### src/rtl/bram_arbiter.sv
// bram_arbiter: shares one byte-wide, 1-cycle-latency block RAM port between a
// 32-bit word requester (sequenced as four little-endian byte beats) and an
// 8-bit byte requester, with round-robin resolution of simultaneous requests.
module bram_arbiter #(
  parameter int ADDR_WIDTH = 10
) (
  input  logic                  clk,
  input  logic                  rst,
  // word requester
  input  logic                  w_req,
  input  logic                  w_we,
  input  logic [ADDR_WIDTH-3:0] w_addr,
  input  logic [31:0]           w_wdata,
  input  logic [3:0]            w_be,
  output logic [31:0]           w_rdata,
  output logic                  w_ack,
  // byte requester
  input  logic                  b_req,
  input  logic                  b_we,
  input  logic [ADDR_WIDTH-1:0] b_addr,
  input  logic [7:0]            b_wdata,
  output logic [7:0]            b_rdata,
  output logic                  b_ack,
  // RAM port
  output logic [ADDR_WIDTH-1:0] mem_addr,
  output logic [7:0]            mem_din,
  output logic                  mem_wen,
  output logic                  mem_ren,
  input  logic [7:0]            mem_dout,
  output logic                  busy
);

  typedef enum logic [1:0] {
    S_IDLE = 2'd0,
    S_BEAT = 2'd1,
    S_LAST = 2'd2,
    S_ACK  = 2'd3
  } state_t;

  // Select byte lane k of a 32-bit little-endian word.
  function automatic logic [7:0] byte_lane(input logic [31:0] d, input logic [1:0] k);
    logic [7:0] r;
    case (k)
      2'd0:    r = d[7:0];
      2'd1:    r = d[15:8];
      2'd2:    r = d[23:16];
      2'd3:    r = d[31:24];
      default: r = 8'h00;
    endcase
    return r;
  endfunction

  // Return d with byte lane k replaced by b.
  function automatic logic [31:0] put_lane(input logic [31:0] d, input logic [1:0] k,
                                           input logic [7:0] b);
    logic [31:0] r;
    r = d;
    case (k)
      2'd0:    r[7:0]   = b;
      2'd1:    r[15:8]  = b;
      2'd2:    r[23:16] = b;
      2'd3:    r[31:24] = b;
      default: r = d;
    endcase
    return r;
  endfunction

  // Sequencer state
  state_t                state_q, state_d;
  logic [1:0]            beat_q, beat_d;
  logic                  last_byte_q, last_byte_d;   // 1: byte port granted most recently
  // Transaction latched at grant (byte transactions use lane 0 of the data)
  logic                  is_word_q, is_word_d;
  logic                  we_q, we_d;
  logic [ADDR_WIDTH-1:0] addr_q, addr_d;
  logic [31:0]           wdata_q, wdata_d;
  logic [3:0]            be_q, be_d;
  // Read capture pipeline: remembers which lane the previous cycle read
  logic                  rd_pend_q, rd_pend_d;
  logic [1:0]            rd_lane_q, rd_lane_d;
  logic [31:0]           rd_buf_q, rd_buf_d;
  // Registered outputs
  logic [31:0]           w_rdata_q, w_rdata_d;
  logic [7:0]            b_rdata_q, b_rdata_d;
  logic                  w_ack_q, w_ack_d;
  logic                  b_ack_q, b_ack_d;
  logic [ADDR_WIDTH-1:0] mem_addr_q, mem_addr_d;
  logic [7:0]            mem_din_q, mem_din_d;
  logic                  mem_wen_q, mem_wen_d;
  logic                  mem_ren_q, mem_ren_d;
  logic                  busy_q, busy_d;

  // Beat to be placed on the RAM bus in the next cycle
  logic                  iss_s;
  logic                  iss_word_s;
  logic                  iss_we_s;
  logic [ADDR_WIDTH-1:0] iss_addr_s;
  logic [31:0]           iss_wdata_s;
  logic [3:0]            iss_be_s;
  logic [1:0]            iss_beat_s;
  logic                  iss_en_s;
  logic                  pick_word_s;

  // Next-state, arbitration, beat issue and read-capture logic
  always_comb begin
    state_d     = state_q;
    beat_d      = beat_q;
    last_byte_d = last_byte_q;
    is_word_d   = is_word_q;
    we_d        = we_q;
    addr_d      = addr_q;
    wdata_d     = wdata_q;
    be_d        = be_q;
    w_rdata_d   = w_rdata_q;
    b_rdata_d   = b_rdata_q;
    w_ack_d     = 1'b0;
    b_ack_d     = 1'b0;
    mem_addr_d  = {ADDR_WIDTH{1'b0}};
    mem_din_d   = 8'h00;
    mem_wen_d   = 1'b0;
    mem_ren_d   = 1'b0;
    iss_s       = 1'b0;
    iss_word_s  = is_word_q;
    iss_we_s    = we_q;
    iss_addr_s  = addr_q;
    iss_wdata_s = wdata_q;
    iss_be_s    = be_q;
    iss_beat_s  = beat_q;
    iss_en_s    = 1'b0;
    pick_word_s = 1'b0;

    // The previous cycle's RAM read lands on mem_dout now
    rd_pend_d = mem_ren_q;
    rd_lane_d = beat_q;
    if (rd_pend_q) begin
      rd_buf_d = put_lane(rd_buf_q, rd_lane_q, mem_dout);
    end else begin
      rd_buf_d = rd_buf_q;
    end

    case (state_q)
      S_IDLE: begin
        if (w_req || b_req) begin
          // On a tie the port that did not win last time goes first
          if (w_req && b_req) begin
            pick_word_s = last_byte_q;
          end else begin
            pick_word_s = w_req;
          end
          last_byte_d = ~pick_word_s;
          is_word_d   = pick_word_s;
          beat_d      = 2'd0;
          state_d     = S_BEAT;
          if (pick_word_s) begin
            we_d    = w_we;
            addr_d  = {w_addr, 2'b00};
            wdata_d = w_wdata;
            be_d    = w_be;
          end else begin
            we_d    = b_we;
            addr_d  = b_addr;
            wdata_d = {24'h000000, b_wdata};
            be_d    = 4'b0001;
          end
          iss_s       = 1'b1;
          iss_word_s  = is_word_d;
          iss_we_s    = we_d;
          iss_addr_s  = addr_d;
          iss_wdata_s = wdata_d;
          iss_be_s    = be_d;
          iss_beat_s  = 2'd0;
        end else begin
          state_d = S_IDLE;
        end
      end
      S_BEAT: begin
        if (is_word_q && (beat_q != 2'd3)) begin
          beat_d     = beat_q + 2'd1;
          iss_s      = 1'b1;
          iss_beat_s = beat_d;
        end else begin
          state_d = S_LAST;
        end
      end
      S_LAST: begin
        // Final read byte is on mem_dout now; publish the assembled result
        if (!we_q) begin
          if (is_word_q) begin
            w_rdata_d = rd_buf_d;
          end else begin
            b_rdata_d = mem_dout;
          end
        end else begin
          w_rdata_d = w_rdata_q;
        end
        w_ack_d = is_word_q;
        b_ack_d = ~is_word_q;
        state_d = S_ACK;
      end
      S_ACK: begin
        state_d = S_IDLE;
      end
      default: begin
        state_d = S_IDLE;
      end
    endcase

    // Drive the RAM bus for the issued beat; an idle bus carries zeros
    if (iss_s) begin
      if (iss_word_s) begin
        mem_addr_d = {iss_addr_s[ADDR_WIDTH-1:2], iss_beat_s};
        mem_din_d  = byte_lane(iss_wdata_s, iss_beat_s);
        iss_en_s   = iss_be_s[iss_beat_s];
      end else begin
        mem_addr_d = iss_addr_s;
        mem_din_d  = iss_wdata_s[7:0];
        iss_en_s   = 1'b1;
      end
      if (iss_we_s) begin
        mem_wen_d = iss_en_s;
        mem_ren_d = 1'b0;
      end else begin
        mem_wen_d = 1'b0;
        mem_ren_d = 1'b1;
      end
      if (!(mem_wen_d || mem_ren_d)) begin
        mem_addr_d = {ADDR_WIDTH{1'b0}};
        mem_din_d  = 8'h00;
      end else begin
        mem_din_d  = mem_din_d;
      end
    end else begin
      mem_addr_d = {ADDR_WIDTH{1'b0}};
      mem_din_d  = 8'h00;
    end

    busy_d = (state_d != S_IDLE);
  end

  // State and output registers with synchronous reset
  always_ff @(posedge clk) begin
    if (rst) begin
      state_q     <= S_IDLE;
      beat_q      <= 2'd0;
      last_byte_q <= 1'b1;
      is_word_q   <= 1'b0;
      we_q        <= 1'b0;
      addr_q      <= {ADDR_WIDTH{1'b0}};
      wdata_q     <= 32'h00000000;
      be_q        <= 4'b0000;
      rd_pend_q   <= 1'b0;
      rd_lane_q   <= 2'd0;
      rd_buf_q    <= 32'h00000000;
      w_rdata_q   <= 32'h00000000;
      b_rdata_q   <= 8'h00;
      w_ack_q     <= 1'b0;
      b_ack_q     <= 1'b0;
      mem_addr_q  <= {ADDR_WIDTH{1'b0}};
      mem_din_q   <= 8'h00;
      mem_wen_q   <= 1'b0;
      mem_ren_q   <= 1'b0;
      busy_q      <= 1'b0;
    end else begin
      state_q     <= state_d;
      beat_q      <= beat_d;
      last_byte_q <= last_byte_d;
      is_word_q   <= is_word_d;
      we_q        <= we_d;
      addr_q      <= addr_d;
      wdata_q     <= wdata_d;
      be_q        <= be_d;
      rd_pend_q   <= rd_pend_d;
      rd_lane_q   <= rd_lane_d;
      rd_buf_q    <= rd_buf_d;
      w_rdata_q   <= w_rdata_d;
      b_rdata_q   <= b_rdata_d;
      w_ack_q     <= w_ack_d;
      b_ack_q     <= b_ack_d;
      mem_addr_q  <= mem_addr_d;
      mem_din_q   <= mem_din_d;
      mem_wen_q   <= mem_wen_d;
      mem_ren_q   <= mem_ren_d;
      busy_q      <= busy_d;
    end
  end

  assign w_rdata  = w_rdata_q;
  assign b_rdata  = b_rdata_q;
  assign w_ack    = w_ack_q;
  assign b_ack    = b_ack_q;
  assign mem_addr = mem_addr_q;
  assign mem_din  = mem_din_q;
  assign mem_wen  = mem_wen_q;
  assign mem_ren  = mem_ren_q;
  assign busy     = busy_q;

endmodule

### config.mk
export PLATFORM = sky130hd
export DESIGN_NAME = bram_arbiter
export DESIGN_NICKNAME = d
export VERILOG_FILES = /design/src/rtl/bram_arbiter.sv
export SDC_FILE = /design/constraint.sdc
export NUM_CORES = 1
export LEC_CHECK = 0
export BUFFER_PORTS_ARGS = -buffer_cell sky130_fd_sc_hd__clkbuf_2
export CAP_MARGIN = 15
export CORE_ASPECT_RATIO = 2
export CORE_UTILIZATION = 40
export DETAILED_ROUTE_END_ITERATION = 16
export HOLD_SLACK_MARGIN = 0.06
export SLEW_MARGIN = 20
export SYNTH_ARGS = -nofsm -noshare
export SYNTH_HDL_FRONTEND = slang
export SYNTH_SLANG_ARGS = --single-unit
### constraint.sdc
create_clock -name clk -period 3.2 [get_ports clk]
set_input_delay 0.16 -clock clk [delete_from_list [all_inputs] [get_ports clk]]
set_output_delay 0.16 -clock clk [all_outputs]
set_load 0.01 [all_outputs]
==> metrics.md <==
| Metric | Value |
|---|---|
| Peak supply drop | `0.442 mV` |
| Final HPWL DP | `11100 µm` |
| Syn Area/Cell | `9.52 µm²` |
| Post-Synth XOR/XNOR Area | `0` |
| Min-Delay Path Class | `input pin to register` |
| H-tree Lvls | `4` |
| Synth Flop Type | `dfxtp_1` |
| Power per cell area | `709 mW/mm²` |
| Crit path DAT | `3110 ps` |
| Clk_lat worst skew | `420 ps` |
| Largest cells by area after synthesis | `dfxtp_1, nor2_1, mux2i_1` |
| Final GP Congestion | `0.977` |
| Synth Area in Simple Gates | `0.173` |
| Hold WS | `72.0 ps` |
| Average wire per standard cell | `16.5 µm` |
| R2R cell count | `8` |
| Starting DRT DRC Count | `136` |
| Die Span X | `85.7 µm` |
| Worst-Margin Slew | `829 ps` |
| Max-Cap Viols | `0` |
| Synth cell count leaders | `dfxtp_1, nor2_1, clkbuf_1, a211oi_1, mux2i_1` |
| Highest routed layer | `met4` |
| Post-synthesis mux area share | `0.0810` |
| Largest family of logic cells by synthesized area | `simple AND/OR/NAND/NOR gates` |
| Grt total ovfl | `0` |
| CTS Buffer Depth | `2` |
| Slew Limit Fails | `0` |
| Die Footprint | `0.0145 mm²` |
| Unrepaired setup endpoints after global routing | `false` |
| Fmax | `353 MHz` |
| Post_cts resized | `0` |
| Largest net degree at the start of global routing | `76` |
| Sink Count | `151` |
| Post-synth ARST share | `0` |
| Synth Area in Adders | `0.00223` |
| Syn Inst Count | `589` |
| # port buffers | `138` |
| Total CTS buffers | `17` |
| CP Class | `register to register` |
| Syn Nets | `666` |
| Ratio of cells with drive above 1 in the final layout | `0.261` |
| Largest area contributor in the netlist | `dfxtp_1` |
| Status | `completed` |
| Yosys reg bits | `151` |
| Required time of the worst setup path | `3470 ps` |
| Count of cell types in the netlist | `43` |
| Most common cell in the netlist | `dfxtp_1` |
| Row count | `60` |
| Hold_buf cts | `21` |
| Via count | `4741` |
| Crit path max fanout | `17` |
| Startpoint Class | `register` |
| EDFF count, synth | `0` |
| Final #Nets | `813` |
| Die H | `169 µm` |
| Ys Warns | `0` |
| Sequential share of the synthesized area | `0.539` |
| Final WL | `15400 µm` |
| Ant. Diodes | `0` |
| Mapped Area | `0.00561 mm²` |
| CTS tree | `done` |
| CTS clk-pin slew, worst paths | `60 ps` |
| Total GRT Usage | `0.219` |
| Lkg Pwr | `3.13 nW` |
| Critical R2R Launch | `beat_q[0]` |
| Beginning of the critical path | `beat_q[0]` |
| Core area | `0.0136 mm²` |
| Final critical-path share of the clock period | `0.886` |
| Slew HR | `0.443` |
| Hold depth | `3` |
| DR WL met2 | `8500 µm` |
| Min cycle time layout | `2840 ps` |
| Hold Startpoint | `b_wdata[0]` |
| Total negative slack | `0 ps` |
| Via density | `5.08` |
| I/O pins | `139` |
| P&R area growth vs syn | `29.0%` |
| Initial core utilization | `0.413` |
| Initial antenna violation count | `0` |
| Max Clock Skew | `10.8 ps` |
| Post-route DRC | `0` |
| Final setup vio count | `0` |
| First-pass GRT wire length | `24000 µm` |
| Post-route ant nets | `0` |
| CP Capture Type | `register` |
| Synth Area in Compound Gates | `0.172` |
| DR WL met3 | `512 µm` |
| Vias in the first global route | `4600` |
| Post-CTS Repair Setup Buffers | `0` |
| CTS Root Buffer Type | `clkbuf_16` |
| Wire length on met1 | `5810 µm` |
| Final Hold Fails | `0` |
| Share of the synthesized area in the top cell type | `0.539` |
| Iteration count of the initial detailed-routing pass | `4` |
-- final cells by class --
type                       count  area, µm²
tap                          186        233
sequential                   151       3020
clock buffer                  20        437
timing repair buffer         171        993
multi-input combinational    392       2410
clock inverter                11        126
inverter                       3       11.3
fill                        1230       6350
-- kinds of logic (layout without fill, tap and decap cells) --
logic type / after synthesis / in the layout
muxes: 43 / 43
DFF: 151 / 151
buffers and inverters: 46 / 205
adders and majority gates: 1 / 1
AOI/OAI and AO/OA: 135 / 135
and+or+nand+nor: 213 / 213
-- registers in the layout (all words and copies together) (netlist names) --
signal	cells
rd_buf_q	32
w_rdata	32
wdata_q	32
addr_q	10
mem_addr	10
b_rdata	8
mem_din	8
be_q	4
beat_q	2
rd_lane_q	2
state_q	2
b_ack	1
busy	1
is_word_q	1
last_byte_q	1
mem_ren	1
mem_wen	1
rd_pend_q	1
w_ack	1
we_q	1
-- where the power goes --
group | leakage (nW) | internal, mW | switching (mW)
sequential | 1.23 | 2.08 | 0.0986
combinational | 1.63 | 0.403 | 0.619
clock | 0.275 | 1.15 | 0.779
total | 3.13 | 3.63 | 1.50
-- per-layer routing --
metal,up-vias,global-route usage
met3,32,0.0501
met1,2209,0.219
met2,123,0.412
li1,2377,-
met4,0,0.112
met5,-,0
-- cells in the final DEF, fill, tap and decap left out, types with 7 or more instances in the layout --
| cell type | instances |
|---|---|
| nor2b_1 | 8 |
| nand2_1 | 24 |
| a21oi_1 | 20 |
| buf_4 | 13 |
| clkbuf_16 | 17 |
| a22oi_1 | 25 |
| o22ai_1 | 9 |
| a2bb2oi_1 | 7 |
| a211oi_1 | 33 |
| nor3b_1 | 15 |
| nor2_1 | 127 |
| dfxtp_1 | 151 |
| o22a_1 | 9 |
| clkbuf_2 | 137 |
| nor3_1 | 14 |
| dlygate4sd3_1 | 21 |
| o21ai_0 | 13 |
| a2111oi_0 | 7 |
| mux2i_1 | 33 |
| mux2_2 | 9 |
-- path summary, 6_finish.rpt --
check / slack, ps / end
max: 360 / mem_addr[0]
min: 70 / wdata_q[0]
max reg2reg: 360 / mem_addr[0]
min reg2reg: 460 / b_rdata[5]
-- critical path, stage by stage, from the launching register on --
cell	delay (ps)
dfxtp_1	350
ha_1	240
and4bb_1	320
mux2_2	450
nand2_4	170
mux4_2	590
o31ai_4	250
buf_4	260
a211oi_1	70
-- through the flow --
stage / utilization / cells / setup WS (ps) / instance area, µm² / total power [mW]
CTS: 0.532 / 934 / 357 / 7230 / 5.16
floorplan: - / 589 / 644 / 5610 / 2.85
global placement: 0.476 / 882 / 470 / 6460 / 3.20
finish: 0.532 / 934 / 364 / 7230 / 5.13
global route: 0.532 / 934 / 268 / 7230 / 5.38
detailed placement: 0.476 / 882 / 394 / 6460 / 3.22
Note: power is estimated with default switching activity, not from simulation.
